===== src/rtl/muldiv_unit.sv =====
// Iterative radix-2 multiply/divide unit with valid/ready on both sides and flush cancel.
// Optional MULDIV_FAST_MUL_EN: MULT/MULTU complete through a single-cycle multiplier.
module muldiv_unit #(
  parameter int WIDTH = 32
) (
  input  logic             clk,
  input  logic             resetn,
  input  logic             cancel,
  input  logic             in_valid,
  output logic             in_ready,
  input  logic [3:0]       op,
  input  logic [WIDTH-1:0] src1,
  input  logic [WIDTH-1:0] src2,
  output logic             out_valid,
  input  logic             out_ready,
  output logic [WIDTH-1:0] hi,
  output logic [WIDTH-1:0] lo,
  output logic             busy
);

  localparam int CW = $clog2(WIDTH + 1);

  typedef enum logic [1:0] {IDLE, BUSY, DONE} state_t;

  state_t             state;
  logic [CW-1:0]      count;
  logic               is_mul, bad_op, dz, neg_res, neg_rem;
  logic [WIDTH-1:0]   opnd;          // multiplicand or divisor magnitude
  logic [WIDTH-1:0]   dividend_raw;
  logic [2*WIDTH-1:0] acc;

  // request decode
  logic             req_mult, req_multu, req_div, req_divu, req_signed;
  logic             s1_neg, s2_neg;
  logic [WIDTH-1:0] a_mag, b_mag;

  assign req_mult   = (op == 4'b1000);
  assign req_multu  = (op == 4'b0100);
  assign req_div    = (op == 4'b0010);
  assign req_divu   = (op == 4'b0001);
  assign req_signed = req_mult | req_div;
  assign s1_neg     = req_signed & src1[WIDTH-1];
  assign s2_neg     = req_signed & src2[WIDTH-1];
  assign a_mag      = s1_neg ? (~src1 + 1'b1) : src1;
  assign b_mag      = s2_neg ? (~src2 + 1'b1) : src2;

  // restoring divide step: acc = {remainder, dividend/quotient}
  logic [WIDTH:0]     shifted, diff;
  logic               qbit;
  logic [2*WIDTH-1:0] div_next, mul_next, step_next;

  assign shifted  = {acc[2*WIDTH-1:WIDTH], acc[WIDTH-1]};
  assign diff     = shifted - {1'b0, opnd};
  assign qbit     = ~diff[WIDTH];
  assign div_next = {(qbit ? diff[WIDTH-1:0] : shifted[WIDTH-1:0]), acc[WIDTH-2:0], qbit};

`ifdef MULDIV_FAST_MUL_EN
  assign mul_next = {{WIDTH{1'b0}}, opnd} * {{WIDTH{1'b0}}, acc[WIDTH-1:0]};
`else
  // shift-add step: acc = {partial product, remaining multiplier bits}
  logic [WIDTH:0] mul_sum;
  assign mul_sum  = {1'b0, acc[2*WIDTH-1:WIDTH]} + (acc[0] ? {1'b0, opnd} : '0);
  assign mul_next = {mul_sum, acc[WIDTH-1:1]};
`endif

  assign step_next = is_mul ? mul_next : div_next;

  // sign correction and special cases applied on the final step
  logic [2*WIDTH-1:0] prod_s;
  logic [WIDTH-1:0]   quo_s, rem_s, res_hi, res_lo;

  assign prod_s = neg_res ? (~step_next + 1'b1) : step_next;
  assign quo_s  = neg_res ? (~step_next[WIDTH-1:0] + 1'b1) : step_next[WIDTH-1:0];
  assign rem_s  = neg_rem ? (~step_next[2*WIDTH-1:WIDTH] + 1'b1) : step_next[2*WIDTH-1:WIDTH];

  always_comb begin
    res_hi = '0;
    res_lo = '0;
    if (bad_op) begin
      res_hi = '0;
      res_lo = '0;
    end else if (is_mul) begin
      res_hi = prod_s[2*WIDTH-1:WIDTH];
      res_lo = prod_s[WIDTH-1:0];
    end else if (dz) begin
      res_hi = dividend_raw;
      res_lo = '1;
    end else begin
      res_hi = rem_s;
      res_lo = quo_s;
    end
  end

  always_ff @(posedge clk or negedge resetn) begin
    if (!resetn) begin
      state        <= IDLE;
      count        <= '0;
      is_mul       <= 1'b0;
      bad_op       <= 1'b0;
      dz           <= 1'b0;
      neg_res      <= 1'b0;
      neg_rem      <= 1'b0;
      opnd         <= '0;
      dividend_raw <= '0;
      acc          <= '0;
      hi           <= '0;
      lo           <= '0;
    end else begin
      case (state)
        IDLE: if (in_valid && !cancel) begin
          is_mul       <= req_mult | req_multu;
          bad_op       <= !(req_mult | req_multu | req_div | req_divu);
          dz           <= (req_div | req_divu) && (src2 == '0);
          neg_res      <= s1_neg ^ s2_neg;
          neg_rem      <= s1_neg;
          dividend_raw <= src1;
          opnd         <= (req_mult | req_multu) ? a_mag : b_mag;
          acc          <= {{WIDTH{1'b0}}, ((req_mult | req_multu) ? b_mag : a_mag)};
`ifdef MULDIV_FAST_MUL_EN
          count        <= (req_mult | req_multu) ? CW'(1) : CW'(WIDTH);
`else
          count        <= CW'(WIDTH);
`endif
          state        <= BUSY;
        end
        BUSY: if (cancel) begin
          state <= IDLE;
        end else begin
          acc   <= step_next;
          count <= count - 1'b1;
          if (count == CW'(1)) begin
            hi    <= res_hi;
            lo    <= res_lo;
            state <= DONE;
          end
        end
        DONE: if (cancel || out_ready) state <= IDLE;
        default: state <= IDLE;
      endcase
    end
  end

  assign in_ready  = (state == IDLE);
  assign out_valid = (state == DONE);
  assign busy      = (state != IDLE);

endmodule


===== config.mk =====
export PLATFORM = sky130hd
export DESIGN_NAME = muldiv_unit
export DESIGN_NICKNAME = d
export VERILOG_FILES = /design/src/rtl/muldiv_unit.sv
export SDC_FILE = /design/constraint.sdc
export NUM_CORES = 1
export LEC_CHECK = 0
export BUFFER_PORTS_ARGS = -buffer_cell sky130_fd_sc_hd__buf_4
export CAP_MARGIN = 20
export CORE_MARGIN = 3
export CORE_UTILIZATION = 40
export DETAILED_ROUTE_END_ITERATION = 8
export HOLD_SLACK_MARGIN = 0.05
export PLACE_DENSITY = 0.55
export SLEW_MARGIN = 30
export SYNTH_ARGS = -nofsm -noshare
export SYNTH_HDL_FRONTEND = slang
export SYNTH_SLANG_ARGS = --single-unit

===== constraint.sdc =====
create_clock -name clk -period 9.4 [get_ports clk]
set_input_delay 1.41 -clock clk [delete_from_list [all_inputs] [get_ports clk]]
set_output_delay 1.41 -clock clk [all_outputs]
set_load 0.005 [all_outputs]

* Word level (Yosys, flattened, before mapping) *
Index checks and enable logic that the tools add are counted.

word-level totals
  register bits = 205
  word-level logic and storage cells = 86

cells by class
  bitwise operators = 15
  add/sub/neg operators = 8
  equality and inequality tests = 11
  muxes and demuxes = 27
  reductions and logical operators = 13

operator list
  operator               number
  $mux 32                14
  $mux 64                4
  $add 32x1->32 const B  4
  $not 32->32            4
  $pmux 64 s2            1
  $add 64x1->64 const B  1
  $not 64->64            1
  $add 32x32->33         1
  $sub 33x32->33         1
  $logic_not 32->1       1
  $mux 6                 2
  $pmux 6 s2             1
  $reduce_and 3->1       3
  $mux 2                 4
  $eq 6x1->1 const B     1
  $pmux 2 s3             1
  $sub 6x1->6 const B    1
  $or 1x1->1             5
  $eq 4x1->1 const B     1
  $eq 4x2->1 const B     1
  $eq 4x3->1 const B     1
  $eq 4x4->1 const B     1
  $ne 2x1->1 const B     2
  $reduce_bool 2->1      2
  12 further kinds       16

* Longest topological paths before layout *
  word-level depth = 9
  depth in mapped cells = 23

* Least setup slack after synthesis *
Ideal clock, no wire load.

  kind = register -> register
  start point = reg is_mul
  end point = reg hi[16]
  setup time = 0.064 ns
  stages on the path, launching flop included = 22
  period minus slack after synthesis = 5.027 ns
  data arrival time = 4.963 ns
  slack = 4.373 ns
  cell sequence = dfrtp_1 clkbuf_1 buf_2 buf_1 buf_2 clkbuf_8 clkbuf_8 clkbuf_8 clkbuf_1 mux2i_1 ha_1 o211ai_1 nor2_1 nand3_1 or3_1 clkbuf_1 nor3_1 nand4_2 o31ai_1 xor2_1 a221oi_1 a21o_1

on the way
  longest elaborated chain between the ends = 7
  elaborated cells between the ends (all ways) = 10
  those cells by class = 2 x add/sub; 6 x mux; 2 x bitwise

RTL lines
  what                    RTL line  text
  from (decl)             27        logic is_mul, bad_op, dz, neg_res, neg_rem;
  from (signal assigned)  111       is_mul <= req_mult | req_multu;
  $mux 64                 66        assign step_next = is_mul ? mul_next : div_next;
  $not 32->32             74        assign rem_s = neg_rem ? (~step_next[2*WIDTH-1:WIDTH] + 1'b1) : step_next[2*WIDTH-1:WIDTH];
  $add 32x1->32           74
  $mux 32                 74
  $mux 32                 85        end else if (dz) begin
  $mux 32 (*)             82        end else if (is_mul) begin
  $mux 32 (*)             79        if (bad_op) begin
  to (signal assigned)    132       hi <= res_hi;
  to (decl)               16        output logic [WIDTH-1:0] hi,

Every way passes the cells marked *; elsewhere a longest branch is shown, timed or not.
A chain may end at the register's enable or synchronous reset.

* Worst setup path after layout *
  start point = reg acc[57]
  end point = reg hi[30]

on the way
  longest elaborated chain between the ends = 9
  elaborated cells between the ends (all ways) = 14
  those cells by class = 4 x add/sub; 7 x mux; 3 x bitwise

RTL lines
  what                    RTL line  text
  from (decl)             30        logic [2*WIDTH-1:0] acc;
  from (signal assigned)  118       acc <= {{WIDTH{1'b0}}, ((req_mult | req_multu) ? b_mag : a_mag)};
  from (signal assigned)  129       acc <= step_next;
  $sub 33x32->33          53        assign diff = shifted - {1'b0, opnd};
  $mux 32                 55        assign div_next = {(qbit ? diff[WIDTH-1:0] : shifted[WIDTH-1:0]), acc[WIDTH-2:0], qbit};
  $mux 64 (*)             66
  $not 32->32             74
  $add 32x1->32           74
  $mux 32                 74
  $mux 32                 85
  $mux 32 (*)             82
  $mux 32 (*)             79

Marks and branches as above.

==> flow_metrics.py <==
metrics = {
    "status": {
        "status": "complete, no violations",
    },
    "worst_setup_path": {
        "crit_required_ns": 9.88,
        "slowest_delay_ns": 0.74,
        "crit_chain": "ha_1 > or2_2 > a311o_1 > a311o_1 > a21oi_2 > a2111oi_2 > buf_4 > a21oi_1 > ha_1 > o211ai_1 > nor2_1 > nand3_1 > or3_1 > nor3_1 > nand4_2 > nor3_1 > a311o_1 > o21ai_1 > o31ai_2",
        "critical_path_class": "register to register",
        "critical_path_buf_inv_count": 1,
        "cp_common_cell": "a311o_1",
        "cp_max_fo": 9,
        "cp_slowest_cell": "or3_1",
        "start_kind": "register",
        "worst-endpoint-arrival_ns": 6.91,
        "rrSetupSlack_ns": 2.97,
        "path_delay_family": "simple AND/OR/NAND/NOR gates",
        "crit_path_end_kind": "register",
    },
    "floorplanning": {
        "num_io_pins": 140,
        "row_count": 78,
        "die_h_um": 222,
        "dieArea_mm2": 0.0493,
        "start_util": 0.408,
        "fp.coreArea_mm2": 0.0458,
        "die_w_um": 222,
    },
    "timing": {
        "rsz0062_at_grt": "false",
        "fin_skew_ns": 0.0147,
        "tns_ns": 0,
        "fmax_mhz": 156,
        "worst_slew_pin_slew_ns": 0.929,
        "finalMaxSlewViolations": 0,
        "min_period_ns": 6.43,
        "setup_viol": 0,
        "hold_violations": 0,
        "slew-limit-headroom": 0.363,
        "timing.final.crit_share": 0.684,
    },
    "clocking": {
        "clockBufferDepth": 3,
        "cts_root_buffer": "clkbuf_16",
        "cts_setup_buffers": 0,
        "cts_buffers": 26,
        "cts_resized": 0,
        "ctsHoldBuffers": 0,
        "clk_latency_ns": 0.58,
        "htreeDepth": 1,
        "cts_tree": "yes",
        "cts.sinks": 205,
        "clkTransAtPathRegs_ns": 0.06,
    },
    "finish": {
        "final_nets": 2578,
        "layout.cells.non_filler": 3053,
        "area_growth_pct": 12.3,
        "antenna_cells": 0,
        "fill_cells": 4592,
        "register_area_mm2": 0.00513,
        "drive_gt1_frac": 0.124,
        "multiInputGateArea_mm2": 0.0126,
    },
    "route": {
        "drc": 0,
        "wl_met3_um": 5470,
        "wl_met2_um": 36200,
        "wl_um": 78600,
        "via_per_inst": 6.22,
        "routed.top_layer": "met5",
        "drt-met1-wl_um": 32000,
        "wl_per_cell_um": 25.7,
        "vias": 19000,
        "dr.pass1.iters": 6,
        "postRouteAntennaNets": 0,
        "drt_iter0_drc": 1982,
    },
    "place": {
        "place_congestion": 0.999,
        "hpwl_um": 60100,
        "io_buffers": 139,
        "dpl.cell_count": 3006,
    },
    "power": {
        "peakVddDrop_uv": 182,
        "total_power_uw": 6950,
        "p_leak_uw": 0.00923,
        "p_per_area_mw_per_mm2": 332,
    },
    "worst_hold_path": {
        "hp-class": "register to register",
    },
    "global_route": {
        "grt.overflow.total": 0,
        "grt_pass1_vias": 18200,
        "grt_pass1_wl_um": 117000,
        "grt_max_degree": 86,
        "antenna_found_initial": 4,
        "grt.total_usage": 0.307,
    },
    "logic_synthesis": {
        "ys.flop_type": "dfrtp_1",
        "synthesis.nets": 2525,
        "yosys_warnings": 0,
        "avgSynthCellArea_um2": 7.84,
        "synthArstFlopShare": 1.00,
        "yosysSeqAreaShare": 0.275,
        "netlist-cell-type-count": 115,
        "synth_seq_cells": 205,
        "synth_cells": 2381,
        "syn-cell-area_mm2": 0.0187,
        "synth-edff-count": 0,
    },
    "run": {
        "maxCapViolCount": 0,
    },
}
synth_stat cells, types with 7 or more instances:
| cell | instances | share of area |
|---|---|---|
| nor2b_1 | 15 | 0.0050 |
| a311oi_1 | 7 | 0.0033 |
| or3_1 | 26 | 0.0087 |
| clkbuf_8 | 9 | 0.0066 |
| o211ai_1 | 26 | 0.010 |
| dfrtp_1 | 205 | 0.27 |
| nor2_1 | 161 | 0.032 |
| xor2_1 | 83 | 0.039 |
| buf_2 | 11 | 0.0029 |
| a31oi_1 | 31 | 0.010 |
| mux2i_1 | 81 | 0.043 |
| a21o_1 | 57 | 0.023 |
| nor3_1 | 51 | 0.014 |
| o31ai_1 | 36 | 0.014 |
| o21bai_1 | 12 | 0.0048 |
| or4_1 | 9 | 0.0036 |
| a221oi_1 | 10 | 0.0047 |
| and3_1 | 12 | 0.0040 |
| o21a_1 | 13 | 0.0052 |
| a22o_1 | 25 | 0.012 |
| and2_1 | 45 | 0.015 |
| ha_1 | 69 | 0.046 |
| or2_2 | 12 | 0.0040 |
| nand3b_1 | 8 | 0.0032 |
| nand4_1 | 24 | 0.0080 |
| a21oi_1 | 146 | 0.039 |
| o41ai_1 | 13 | 0.0061 |
| clkbuf_1 | 107 | 0.022 |
| nand2_1 | 389 | 0.078 |
| buf_1 | 10 | 0.0020 |
| o21ai_1 | 17 | 0.0046 |
| inv_1 | 68 | 0.014 |
| nand2b_1 | 17 | 0.0057 |
| a211oi_1 | 44 | 0.018 |
| xnor2_1 | 88 | 0.041 |
| nor4_1 | 26 | 0.0087 |
| o21ai_0 | 185 | 0.050 |
| nand3_1 | 58 | 0.016 |
| mux2_2 | 11 | 0.0066 |
state kept, by name, summed over array words and instances, names as in the netlist:
register	flops
state	2
lo	32
is_mul	1
hi	32
neg_res	1
acc	64
opnd	32
count	6
neg_rem	1
bad_op	1
dz	1
dividend_raw	32
layout by cell type, fill, tap and decap left out, types with 9 or more instances in the layout:
master       n
nor2_1     159
and2_1      45
a31oi_1     30
mux2_2      11
mux2i_1     81
inv_1       67
o21ai_0    184
o41ai_1     13
nor3_1      51
a22o_1      25
dfrtp_1    204
a21o_1      57
o21bai_1    12
o211ai_1    26
buf_4      170
a211oi_1    44
or2_2       12
o31ai_1     36
nor2b_1     14
a21oi_1    146
nor4_1      26
or4_1        9
nand4_1     24
or3_1       25
clkbuf_16   27
nand3_1     58
nand2b_1    17
ha_1        69
xnor2_1     88
a221oi_1    10
xor2_1      83
o21ai_1     18
o21a_1      13
nand2_1    388
and3_1      12
where the power goes:
part	internal, µW	switching [µW]	leakage [µW]	total [µW]
Combinational	1550	2900	0.00615	4450
Clock	678	447	0.000451	1130
Sequential	1110	267	0.00263	1380
Total	3340	3610	0.00923	6950
final timing paths:
check / start / to / cells past startpoint
setup / recovery: acc[57] / hi[30] / 19
hold / removal: dividend_raw[15] / dividend_raw[15] / 2
setup reg to reg: acc[57] / hi[30] / 19
hold reg to reg: dividend_raw[15] / dividend_raw[15] / 2
max in group asynchronous: resetn / is_mul / 2
min in group asynchronous: resetn / opnd[26] / 1
worst min-delay path, stage by stage (launching register included):
cell and delay [ns]:
dfrtp_1 0.34, nand2_1 0.05, nand2_1 0.06
through the flow:
stage	hold slack, ns	worst slack [ns]	util	area, µm²
4_1_cts	0.475	3.09	0.458	21000
3_5_place_dp	0.460	3.15	0.438	20000
6_report	0.476	2.97	0.458	21000
3_3_place_gp	0.454	3.13	0.437	20000
5_1_grt	0.492	2.64	0.458	21000
2_1_floorplan	0.440	4.37	-	18700
layer usage:
metal  vias up  track usage
met5         -            0
met4         8        0.157
met3       205       0.0491
met2       864        0.498
met1      9153        0.396
li1       8746            -
final cells by class:
type | instances | share of cell area
Multi-Input combinational cell | 1960 | 0.601
Inverter | 70 | 0.0125
Sequential cell | 205 | 0.245
Tap cell | 600 | 0.0358
Clock buffer | 33 | 0.0343
Timing Repair Buffer | 171 | 0.0616
Clock inverter | 14 | 0.0103
cell families after synthesis:
logic type,count (synthesis),synth area share
compound gates,731,0.265
fa+ha+maj,71,0.0484
buf+inv,216,0.0531
xor+xnor,171,0.0802
flops,205,0.275
simple gates,895,0.229
mux,92,0.0501
(Power assumes the default switching activity.)
